[config.mk]
export PLATFORM = sky130hd
export DESIGN_NAME = fb_mem_arbiter
export DESIGN_NICKNAME = d
export VERILOG_FILES = /design/src/rtl/fb_mem_arbiter.sv
export SDC_FILE = /design/constraint.sdc
export NUM_CORES = 1
export LEC_CHECK = 0
export CAP_MARGIN = 40
export CORE_AREA = 5 5 417 419
export DETAILED_ROUTE_END_ITERATION = 16
export DIE_AREA = 0 0 422 424
export GPL_TIMING_DRIVEN = 0
export PLACE_DENSITY = 0.36
export SYNTH_ARGS = -nofsm -noshare
export SYNTH_HDL_FRONTEND = slang
export SYNTH_SLANG_ARGS = --single-unit
[constraint.sdc]
create_clock -name clk -period 4.9 [get_ports clk]
set_input_delay 0.49 -clock clk [delete_from_list [all_inputs] [get_ports clk]]
set_output_delay 0.49 -clock clk [all_outputs]
set_load 0.05 [all_outputs]
[src/rtl/fb_mem_arbiter.sv]
// fb_mem_arbiter: shares one single-port pipelined framebuffer memory between
// the real-time display fetch (burst reads into the external pixel FIFO) and
// the draw-engine write port. The display owns the memory whenever its FIFO is
// below the low watermark; a draw write takes the memory otherwise.
// The frame pointer restarts on the falling edge of dnextframe (vsync entry).
// Optional build: define FB_DOUBLE_BUFFER_EN for double-buffered display with
// swap_req taking effect on the next frame restart.
module fb_mem_arbiter #(
  parameter int AW          = 16,
  parameter int FRAME_WORDS = 19200,
  parameter int FB_BASE0    = 0,
  parameter int FB_BASE1    = 19200,
  parameter int BURST_LEN   = 16,
  parameter int LOW_WM      = 32,
  parameter int FIFO_DEPTH  = 64,
  parameter int MEM_LAT     = 2,
  parameter int DW          = 256
) (
  input  logic          clk,
  input  logic          reset_n,
  input  logic          dfetch,
  input  logic          dnextframe,
  input  logic [6:0]    fifo_level,
  output logic [DW-1:0] dout_data,
  output logic          dout_valid,
  input  logic          wr_req,
  input  logic [AW-1:0] wr_addr,
  input  logic [DW-1:0] wr_data,
  output logic          wr_ack,
  input  logic          swap_req,
  output logic          disp_buf,
  output logic          mem_en,
  output logic          mem_we,
  output logic [AW-1:0] mem_addr,
  output logic [DW-1:0] mem_wdata,
  input  logic [DW-1:0] mem_rdata
);

  typedef enum logic [1:0] {IDLE, DBURST, WRITE} state_e;

  // A burst is only started if a full burst still fits in the FIFO, so the
  // effective watermark never exceeds FIFO_DEPTH-BURST_LEN.
  localparam int            LWM_EFF   = (LOW_WM < FIFO_DEPTH - BURST_LEN) ?
                                        LOW_WM : FIFO_DEPTH - BURST_LEN;
  localparam logic [6:0]    LWM_C     = 7'(LWM_EFF);
  localparam logic [5:0]    BCNT_INIT = 6'(BURST_LEN - 1);
  localparam logic [AW-1:0] PTR_LAST  = AW'(FRAME_WORDS - 1);
  localparam logic [AW-1:0] BASE0     = AW'(FB_BASE0);
  localparam logic [AW-1:0] BASE1     = AW'(FB_BASE1);

  state_e          state_q;
  logic [AW-1:0]   dptr_q, waddr_q, base, dptr_nxt;
  logic [DW-1:0]   wdata_q;
  logic [5:0]      cnt_q;
  logic            dnf_q, restart, rd_issue, start_rd, is_wr, disp_buf_w;
  logic [MEM_LAT:1] vld_pipe;

  // Frame restart is the 1->0 edge of dnextframe; it acts in the edge cycle.
  assign restart  = dnf_q & ~dnextframe;
  // A read leaves only while bursting, fetching, and not restarting.
  assign rd_issue = (state_q == DBURST) & dfetch & ~restart;
  assign start_rd = dfetch & (fifo_level < LWM_C) & ~restart;
  assign is_wr    = (state_q == WRITE);
  assign dptr_nxt = (dptr_q == PTR_LAST) ? '0 : dptr_q + 1'b1;
  assign base     = disp_buf_w ? BASE1 : BASE0;

  // Delayed copy of dnextframe for edge detection.
  always_ff @(posedge clk or negedge reset_n) begin
    if (!reset_n) dnf_q <= 1'b0;
    else          dnf_q <= dnextframe;
  end

  // Arbitration FSM: display bursts have priority, writes take one cycle.
  always_ff @(posedge clk or negedge reset_n) begin
    if (!reset_n) begin
      state_q <= IDLE;
      dptr_q  <= '0;
      cnt_q   <= '0;
      waddr_q <= '0;
      wdata_q <= '0;
    end else begin
      case (state_q)
        IDLE: begin
          if (start_rd) begin
            state_q <= DBURST;
            cnt_q   <= BCNT_INIT;
          end else if (wr_req) begin
            state_q <= WRITE;
            waddr_q <= wr_addr;
            wdata_q <= wr_data;
          end
        end
        DBURST: begin
          // Restart or loss of dfetch ends the burst with no read this cycle.
          if (!rd_issue) begin
            state_q <= IDLE;
          end else begin
            dptr_q <= dptr_nxt;
            if (cnt_q == 6'd0) begin
              // Last read: a pending write gets the very next cycle.
              if (wr_req) begin
                state_q <= WRITE;
                waddr_q <= wr_addr;
                wdata_q <= wr_data;
              end else begin
                state_q <= IDLE;
              end
            end else begin
              cnt_q <= cnt_q - 1'b1;
            end
          end
        end
        WRITE:   state_q <= IDLE;
        default: state_q <= IDLE;
      endcase
      if (restart) dptr_q <= '0;
    end
  end

  // Read tag delay line; a restart drops every tag still in flight.
  always_ff @(posedge clk or negedge reset_n) begin
    if (!reset_n) begin
      vld_pipe <= '0;
    end else if (restart) begin
      vld_pipe <= '0;
    end else begin
      vld_pipe[1] <= rd_issue;
      for (int k = 2; k <= MEM_LAT; k++) vld_pipe[k] <= vld_pipe[k-1];
    end
  end

`ifdef FB_DOUBLE_BUFFER_EN
  logic disp_buf_q, swap_pend_q;

  // Sticky swap request, applied (with a same-cycle request) on restart.
  always_ff @(posedge clk or negedge reset_n) begin
    if (!reset_n) begin
      disp_buf_q  <= 1'b0;
      swap_pend_q <= 1'b0;
    end else if (restart) begin
      disp_buf_q  <= disp_buf_q ^ (swap_pend_q | swap_req);
      swap_pend_q <= 1'b0;
    end else if (swap_req) begin
      swap_pend_q <= 1'b1;
    end
  end
  assign disp_buf_w = disp_buf_q;
`else
  logic unused_swap;
  assign unused_swap = swap_req;
  assign disp_buf_w  = 1'b0;
`endif

  assign disp_buf   = disp_buf_w;
  assign mem_en     = rd_issue | is_wr;
  assign mem_we     = is_wr;
  assign wr_ack     = is_wr;
  assign mem_addr   = is_wr ? waddr_q : (rd_issue ? base + dptr_q : '0);
  assign mem_wdata  = is_wr ? wdata_q : '0;
  assign dout_valid = vld_pipe[MEM_LAT];
  assign dout_data  = dout_valid ? mem_rdata : '0;

endmodule

==> flow_summary_export.csv, run 1 <==
group,metric,value,unit
outcome,run_status,"finished clean",
pwr,p_clk_frac,0.318,
finish,nets,2999,
pwr,switchingPower,3550,uW
cts,path_clk_slew,0.06,ns
setup_path,endpoint_kind,"output port",
setup_path,cpPeakStageDelay,0.91,ns
sta,hold_viol_final,0,
setup_path,startpoint_type,"flop",
synthesis,syn_area,16400,sq um
sta,setup_violations,0,
place,port_buffers,1066,
run,cap_violations,0,
cts,cts_buffers,42,
pwr,seq_power_share,0.319,
die,start_util,0.0961,
die,die_y,424,um
cts,cts_tree,"built",
detailed_routing,drt_pre_antenna_iters,5,
setup_path,worstPathRequired,4.41,ns
synthesis,syn_nets,1875,
grt,grt_pass1_wl,161,mm
setup_path,cp_cell_sequence,"nor2b_1 > clkbuf_1 > clkbuf_1 > and2_1 > clkdlybuf4s50_1",
synthesis,ys.flop_type,"dfrtp_1",
die,die_x,422,um
pwr,cellPowerDensity,324,nW/um^2
setup_path,path_buf_inv,3,
setup_path,cp_top_family,"buffers and inverters",
cts,clkSinkCount,299,
detailed_routing,num_vias,14800,
place,gp_congestion,0.951,
finish,syn_to_final_growth,93.0,%
detailed_routing,drc_errors,0,
detailed_routing,post_drt_wl_per_cell,26.3,um
synthesis,synthCells,1331,
grt,grt-ovfl-total,0,
grt,grt_antenna_before_repair,74,
synthesis,synthArstFlopShare,1.00,
sta,tightest_slew,0.892,ns
grt,grt_pass1_vias,15600,
sta,relSlewSlack,0.404,
setup_path,cp_common_cell,"clkbuf_1",
grt,track_usage,0.133,
sta,slew_violations,0,
setup_path,arrival,3.96,ns
cts,cts_buffer_depth,3,
pwr,swShare,0.348,
pwr,totalPowerFinal,10200,uW
sta,final.min_clock_period,4.45,ns
pwr,leakage,0.0128,uW
sta,hold_slack,0.378,ns
detailed_routing,via_per_inst,3.13,
finish,mostFrequentLayoutCell,"clkdlybuf4s50_1",
sta,fin_crit_sh,0.909,
setup_path,critPathMaxFanout,10,
setup_path,critical_path_class,"reg -> out",
die,boundaryPins,1074,
sta,fin_setup_tns,0,ns
finish,drive_gt1_frac,0.158,
detailed_routing,wirelength,125,mm
setup_path,crit_slowest_cell,"clkdlybuf4s50_1",
sta,fmax,225,MHz
sta,rsz0062_at_grt,"no",
die,die_area,179000,sq um
synthesis,yosysUniqueCellTypes,53,
pwr,internal_power,6660,uW
synthesis,ys_ff_latch,299,
min_path,worstHoldPathType,"in -> async",
die,core,170000,sq um
detailed_routing,dr.first_iter.drc_count,679,
synthesis,synth_edf_count,0,
finish,fill_cells,18700,
grt,grt_max_degree,100,
cts,h-tree-depth,2,
synthesis,avgSynthCellArea,12.3,sq um
synthesis,yosysWarnings,0,
synthesis,yosysSeqAreaShare,0.458,
detailed_routing,final_antenna_net_count,0,
die,num_rows,152,
pwr,combinationalPowerShare,0.362,
cts,clk_latency,0.61,ns
finish,final_cell_mix,"clkdlybuf4s50_1, and2_1, dfrtp_1, mux2_4, clkbuf_1",
sta,fin_worst_skew,0.0505,ns
place,dpl.hpwl,109,mm
cts,cts_root_buf,"clkbuf_16",
pwr,ir_worst_vdd,253,uV
==> cell usage after synthesis, drive strengths merged (2+ instances only) <==
cell,n,share of area
a22o,10,0.0054
nand2,17,0.0039
mux2,272,0.25
ha,3,0.0023
o21a,2,0.00092
a31oi,10,0.0038
o21ai,12,0.0039
buf,36,0.025
inv,10,0.0023
nor3,4,0.0012
and3,3,0.0011
nand3,10,0.0031
o22ai,2,0.00077
dfrtp,299,0.46
and4,6,0.0032
or4,2,0.00092
or4b,2,0.0015
nand2b,5,0.0019
a21oi,2,0.00061
and2,514,0.20
a41oi,2,0.0011
nor4,2,0.0017
o211ai,2,0.00092
o31ai,2,0.00092
nand4,11,0.0042
nor2,8,0.0018
mux2i,3,0.0018
nor2b,2,0.00077
or2,2,0.00077
clkbuf,63,0.014
==> flip-flops by register name, summed over array words and instances, names as in the netlist <==
signal,count
cnt_q,6
dnf_q,1
dptr_q,16
state_q,2
vld_pipe,2
waddr_q,16
wdata_q,256
==> area by class of cell <==
class	count	area, sq um	share of cell area
diodes	16	40.0	0.00127
repair buffers	1080	10900	0.346
clock buffers	62	1260	0.0398
inverters	10	37.5	0.00119
flip-flops and latches	299	7480	0.237
plain buffers	99	644	0.0204
multi-input cells	923	8190	0.260
well taps	2233	2790	0.0886
clock inverters	15	196	0.00623
==> layer usage <==
metal | vias up | global-route usage | wire length [um]
li1 | 6693 | - | -
met1 | 7338 | 0.145 | 46900
met2 | 583 | 0.259 | 68700
met3 | 202 | 0.0266 | 5540
met4 | 6 | 0.0357 | 3630
met5 | - | 0 | 41
==> worst paths after layout <==
check	cells after the start	endpoint	slack (ns)	startpoint
worst max-delay path	5	mem_wdata[161]	0.45	state_q[1]
worst min register to register	1	vld_pipe[2]	0.45	vld_pipe[1]
worst max register to register	7	dptr_q[5]	2.58	dptr_q[0]
worst min-delay path	2	wdata_q[165]	0.38	reset_n
min in group clk	1	dnf_q	0.43	dnextframe
max in group asynchronous	4	wdata_q[27]	3.13	reset_n
==> through the flow <==
stage	utilization	cells	cell area, sq um	setup slack [ns]
finish	0.185	4737	31600	0.446
global route	0.185	4727	31500	0.203
CTS	0.185	4719	31500	0.146
detailed placement	0.176	4641	30000	0.488
global placement	0.175	4630	29800	-12.56
floorplan	-	1331	16400	2.25
==> power groups by stage <==
stage	combinational (uW)	clock, uW	sequential, uW
after floorplan	2230	0	3170
after detailed placement	3750	0	3290
after global placement	3730	0	3300
final	3700	3250	3260
after global routing	3860	3470	3320
after CTS	3770	3400	3260
==> timing repair <==
item                                    CTS  global route
hold buffers                              1             0
gates resized for setup                   1             0
setup buffers                             0             0
endpoints found under the setup margin    2             0
hold endpoints to repair                 43             0
==> cells by family (layout without fill, tap and decap cells) <==
family / Yosys count / after routing / share of synthesized area
other: 1 / 17 / 0.000229
buffers and inverters: 109 / 1266 / 0.0415
and+or+nand+nor: 593 / 593 / 0.225
xor gates and xnor gates: 2 / 2 / 0.00107
muxes: 275 / 275 / 0.251
AOI/OAI and AO/OA: 49 / 49 / 0.0210
DFF: 299 / 299 / 0.458
adders and majority gates: 3 / 3 / 0.00230
Power figures use the tool's default switching activity.
==> run 2: changes to the inputs <==
--- a/config.mk
+++ b/config.mk
@@ -5,7 +5,7 @@
 export SDC_FILE = /design/constraint.sdc
 export NUM_CORES = 1
 export LEC_CHECK = 0
-export CAP_MARGIN = 40
+export CAP_MARGIN = 20
 export CORE_AREA = 5 5 417 419
 export DETAILED_ROUTE_END_ITERATION = 16
 export DIE_AREA = 0 0 422 424
==> run 2 against run 1 <==
- worst hold slack got worse by 0.0015 ns
- wire length about the same
- final cell count decreased by 0.23%
- clock skew decreased by 0.019 ns
- sequential power about the same
- register-to-register slack got worse by 0.02 ns
- via count decreased by 0.67%
- first-iteration DRC count increased by 8.2%
- die area unchanged
- total power decreased by 1.5%
- design area decreased by 0.70%
- critical endpoint unchanged
- highest routed layer unchanged
==> flow_summary_export.csv, run 2 (same netlist as run 1, synthesis figures left out) <==
group,metric,value,unit
cts,clk_latency,0.61,ns
finish,top_register,"wdata_q",
outcome,run_status,"finished clean",
finish,syn_to_final_growth,91.6,%
die,die_x,422,um
sta,fmax,225,MHz
finish,drive_gt1_frac,0.153,
setup_path,cp_top_family,"buffers and inverters",
grt,track_usage,0.133,
pwr,leakage,0.0127,uW
sta,rsz0062_at_grt,"no",
finish,nets,2989,
setup_path,startpoint_type,"flop",
cts,cts_root_buf,"clkbuf_16",
min_path,worstHoldPathType,"in -> async",
finish,finalInstanceArea,31300,sq um
cts,path_clk_slew,0.06,ns
die,die_area,179000,sq um
die,core,170000,sq um
die,num_rows,152,
run,cap_violations,0,
sta,fin_worst_skew,0.0311,ns
die,start_util,0.0961,
detailed_routing,via_per_inst,3.12,
finish,final_cell_mix,"clkdlybuf4s50_1, and2_1, dfrtp_1, mux2_4, clkbuf_1",
grt,grt_max_degree,100,
cts,cts_buffer_depth,3,
setup_path,crit_slowest_cell,"clkdlybuf4s50_1",
setup_path,arrival,3.95,ns
setup_path,worstPathRequired,4.41,ns
finish,mostFrequentLayoutCell,"clkdlybuf4s50_1",
sta,tightest_slew,0.961,ns
finish,largest_reg_flops,256,
setup_path,path_buf_inv,3,
sta,fin_setup_tns,0,ns
sta,slew_violations,0,
sta,relSlewSlack,0.358,
setup_path,worstSetupStartpoint,"state_q[1]",
sta,setup_violations,0,
setup_path,cp_common_cell,"clkbuf_1",
finish,reg_top3,"wdata_q (256), dptr_q (16), waddr_q (16)",
place,dpl.hpwl,109,mm
grt,grt-ovfl-total,0,
grt,grt_antenna_before_repair,72,
place,post-place-ws,0.153,ns
finish,final_cells,4726,
place,gp_congestion,0.951,
sta,final.min_clock_period,4.44,ns
place,port_buffers,1066,
place,postPlaceCellArea,29900,sq um
detailed_routing,final_antenna_net_count,0,
sta,fin_crit_sh,0.906,
place,place_inst,4633,
sta,hold_slack,0.377,ns
setup_path,critPathMaxFanout,10,
setup_path,cpPeakStageDelay,0.90,ns
detailed_routing,drt_pre_antenna_iters,4,
grt,grt_pass1_wl,161,mm
detailed_routing,drc_errors,0,
cts,h-tree-depth,2,
detailed_routing,num_vias,14700,
cts,cts_buffers,43,
sta,worst_slack,0.460,ns
setup_path,endpoint_kind,"output port",
cts,cts_tree,"built",
cts,clkSinkCount,299,
detailed_routing,wirelength,125,mm
finish,fill_cells,18700,
grt,grt_pass1_vias,15700,
cts,cts_setup_buffers,0,
pwr,ir_worst_vdd,233,uV
detailed_routing,post_drt_wl_per_cell,26.4,um
pwr,cellPowerDensity,321,nW/um^2
sta,hold_viol_final,0,
die,die_y,424,um
setup_path,r2r_start,"dptr_q[0]",
setup_path,cp_cell_sequence,"nor2b_1 > clkbuf_1 > clkbuf_1 > and2_1 > clkdlybuf4s50_1",
setup_path,critical_path_class,"reg -> out",
detailed_routing,dr.first_iter.drc_count,735,
die,boundaryPins,1074,
==> run 2: changes by cell type in the layout (fill, tap and decap cells not counted) <==
cell,delta
buf_1,-1
buf_6,-2
buf_8,-8
bufinv_16,-2
clkbuf_1,+5
clkbuf_16,+1
clkbuf_2,+1
clkbuf_8,-6
clkinv_2,-1
diode_2,-1
inv_6,+3
==> run 2: layout make-up <==
class / instances / area [sq um] / area share
Tap cell: 2233 / 2790 / 0.0892
Inverter: 10 / 37.5 / 0.00120
Clock inverter: 15 / 158 / 0.00503
Timing Repair Buffer: 1070 / 10800 / 0.344
Sequential cell: 299 / 7480 / 0.239
Multi-Input combinational cell: 923 / 8190 / 0.261
Buffer: 98 / 642 / 0.0205
Clock buffer: 63 / 1220 / 0.0390
Antenna cell: 15 / 37.5 / 0.00120
==> run 2: what timing repair did <==
action / CTS / global route
gates resized for setup: 2 / 0
setup endpoints to repair: 14 / 0
hold buffers: 1 / 0
hold endpoints to repair: 43 / 0
==> run 2: worst reg2reg max path, stage by stage (launching register included) <==
cell     delay, ns
dfrtp_1       0.55
ha_1          0.27
nand3_1       0.22
or4_1         0.57
buf_2         0.18
buf_6         0.16
a31oi_1       0.16
o22ai_1       0.10
==> run 2: path summary, 6_finish.rpt <==
check	cells past startpoint	to	slack, ns
setup / recovery	5	mem_wdata[161]	0.46
hold / removal	2	wdata_q[165]	0.38
setup reg to reg	7	dptr_q[5]	2.56
hold reg to reg	1	vld_pipe[2]	0.45
max in group asynchronous	4	wdata_q[36]	3.09
min in group clk	1	dnf_q	0.41
==> run 2: power by group <==
group	switching (uW)	leakage, uW	internal [uW]
combinational	1940	0.00846	1730
sequential	290	0.00353	2970
clock	1330	0.000674	1800
==> run 2: metrics by stage <==
stage,utilization,power [uW]
2_1_floorplan,-,5400
3_3_place_gp,0.175,7020
3_5_place_dp,0.176,7030
4_1_cts,0.184,10300
5_1_grt,0.184,10500
6_report,0.184,10100
==> run 2: routing by layer <==
layer | vias up | global-route usage | part of all wire
li1 | 6673 | - | -
met1 | 7284 | 0.142 | 0.37
met2 | 564 | 0.263 | 0.55
met3 | 195 | 0.0289 | 0.047
met4 | 6 | 0.0329 | 0.025
met5 | - | 0 | 0.00033
==> run 3: changes to the inputs <==
--- a/config.mk
+++ b/config.mk
@@ -5,10 +5,10 @@
 export SDC_FILE = /design/constraint.sdc
 export NUM_CORES = 1
 export LEC_CHECK = 0
-export CAP_MARGIN = 20
 export CORE_AREA = 5 5 417 419
 export DETAILED_ROUTE_END_ITERATION = 16
 export DIE_AREA = 0 0 422 424
+export GPL_ROUTABILITY_DRIVEN = 0
 export GPL_TIMING_DRIVEN = 0
 export PLACE_DENSITY = 0.36
 export SYNTH_ARGS = -nofsm -noshare
==> run 3 against run 2 <==
- die area did not move
- worst hold slack improved by 0.033 ns
- non-clock buffer count did not move
- sequential cell count did not move
- largest cell class unchanged
- worst setup slack improved by 0.023 ns
- critical path depth did not move
- count of clock-buffer cells in the layout rose by 2
- core utilization rose by 0.11 points
==> flow_summary_export.csv, run 3 (same netlist as run 1, synthesis figures left out) <==
group,metric,value,unit
outcome,run_status,"finished clean",
grt,grt_pass1_wl,161,mm
sta,setup_violations,0,
die,die_area,179000,sq um
finish,final_cell_mix,"clkdlybuf4s50_1, and2_1, dfrtp_1, mux2_4, clkbuf_1",
grt,grt-ovfl-total,0,
setup_path,endpoint_kind,"output port",
die,die_y,424,um
die,num_rows,152,
detailed_routing,num_vias,14900,
setup_path,startpoint_type,"flop",
setup_path,crit_slowest_cell,"clkdlybuf4s50_1",
die,boundaryPins,1074,
setup_path,critPathMaxFanout,10,
pwr,cellPowerDensity,330,nW/um^2
detailed_routing,via_per_inst,3.15,
cts,clk_latency,0.60,ns
detailed_routing,post_drt_wl_per_cell,26.4,um
grt,grt_max_degree,100,
sta,tightest_slew,0.915,ns
pwr,leakage,0.0128,uW
place,port_buffers,1066,
setup_path,r2r_slack,2.54,ns
pwr,ir_worst_vdd,224,uV
finish,fill_cells,18700,
finish,top_register,"wdata_q",
sta,fin_worst_skew,0.0295,ns
pwr,totalPowerFinal,10400,uW
cts,clkSinkCount,299,
run,cap_violations,0,
place,dpl.hpwl,109,mm
sta,relSlewSlack,0.388,
sta,rsz0062_at_grt,"no",
grt,grt_antenna_before_repair,78,
setup_path,rr_worst_depth,7,
grt,grt_pass1_vias,15900,
cts,path_clk_slew,0.06,ns
sta,fin_crit_sh,0.901,
sta,worst_slack,0.484,ns
setup_path,reg2reg_to,"dptr_q[3]",
detailed_routing,final_antenna_net_count,0,
detailed_routing,wirelength,125,mm
setup_path,worstPathRequired,4.41,ns
finish,largest_reg_flops,256,
cts,cts_buffer_depth,3,
setup_path,r2r_start,"dptr_q[0]",
detailed_routing,dr.first_iter.drc_count,647,
sta,fmax,226,MHz
sta,fin_setup_tns,0,ns
die,start_util,0.0961,
sta,final.min_clock_period,4.42,ns
setup_path,cpPeakStageDelay,0.99,ns
place,post-place-ws,0.188,ns
finish,drive_gt1_frac,0.158,
sta,slew_violations,0,
finish,reg_top3,"wdata_q (256), dptr_q (16), waddr_q (16)",
die,core,170000,sq um
grt,track_usage,0.133,
cts,cts_tree,"built",
cts,cts_buffers,44,
sta,hold_viol_final,0,
cts,cts_root_buf,"clkbuf_16",
detailed_routing,drc_errors,0,
finish,syn_to_final_growth,92.7,%
cts,cts_setup_buffers,0,
finish,mostFrequentLayoutCell,"clkdlybuf4s50_1",
die,die_x,422,um
finish,nets,2990,
min_path,worstHoldPathType,"in -> async",
cts,h-tree-depth,2,
setup_path,critical_path_class,"reg -> out",
setup_path,arrival,3.93,ns
detailed_routing,drt_pre_antenna_iters,7,
setup_path,cp_cell_sequence,"nor2b_1 > clkbuf_4 > clkbuf_1 > and2_1 > clkdlybuf4s50_1",
run 3: per-layer routing:
metal	vias to the layer above	part of all wire	routed length, um	global-route usage
li1	6683	-	-	-
met1	7437	0.37	45700	0.140
met2	587	0.56	69400	0.258
met3	180	0.053	6600	0.0320
met4	2	0.026	3310	0.0420
met5	-	0.000056	7	0
run 3: how the worst max path moves through the flow:
stage,start,endpoint,cells after the start
finish,state_q[0],mem_wdata[33],5
global route,state_q[1],mem_wdata[33],5
CTS,state_q[0],mem_wdata[33],5
detailed placement,state_q[0],mem_addr[5],6
global placement,reset_n,wdata_q[9],1
floorplan,state_q[0],mem_addr[11],5
run 3: critical path, delay by kind of cell, from the launching register on:
family,cells,cell delay [ns]
buffers and inverters,3,2.12
DFF,1,0.41
and+or+nand+nor,2,0.76
run 3: through the flow:
stage,utilization,cell area (sq um),instances,hold slack (ns)
floorplan,-,16400,1331,0.194
detailed placement,0.176,29900,4633,0.439
global route,0.185,31500,4724,0.400
global placement,0.175,29800,4630,0.437
finish,0.185,31500,4732,0.410
CTS,0.185,31500,4715,0.356
run 3: power by group:
group | switching [uW] | total (uW) | leakage [uW] | internal [uW]
Combinational | 1940 | 3670 | 0.00847 | 1730
Clock | 1340 | 3460 | 0.000779 | 2120
Sequential | 288 | 3260 | 0.00353 | 2970
Total | 3570 | 10400 | 0.0128 | 6820
run 3: final cells by class:
class	instances	area [sq um]	share of cell area
repair buffers	1070	10800	0.342
multi-input cells	923	8190	0.260
flip-flops and latches	299	7480	0.237
well taps	2233	2790	0.0887
clock buffers	65	1350	0.0429
plain buffers	98	642	0.0204
clock inverters	17	204	0.00647
diodes	17	42.5	0.00135
inverters	10	37.5	0.00119
run 3: repair_timing:
action,CTS,global route
hold endpoints to repair,59,0
hold buffers,1,0
endpoints found under the setup margin,14,0
gates resized for setup,3,0
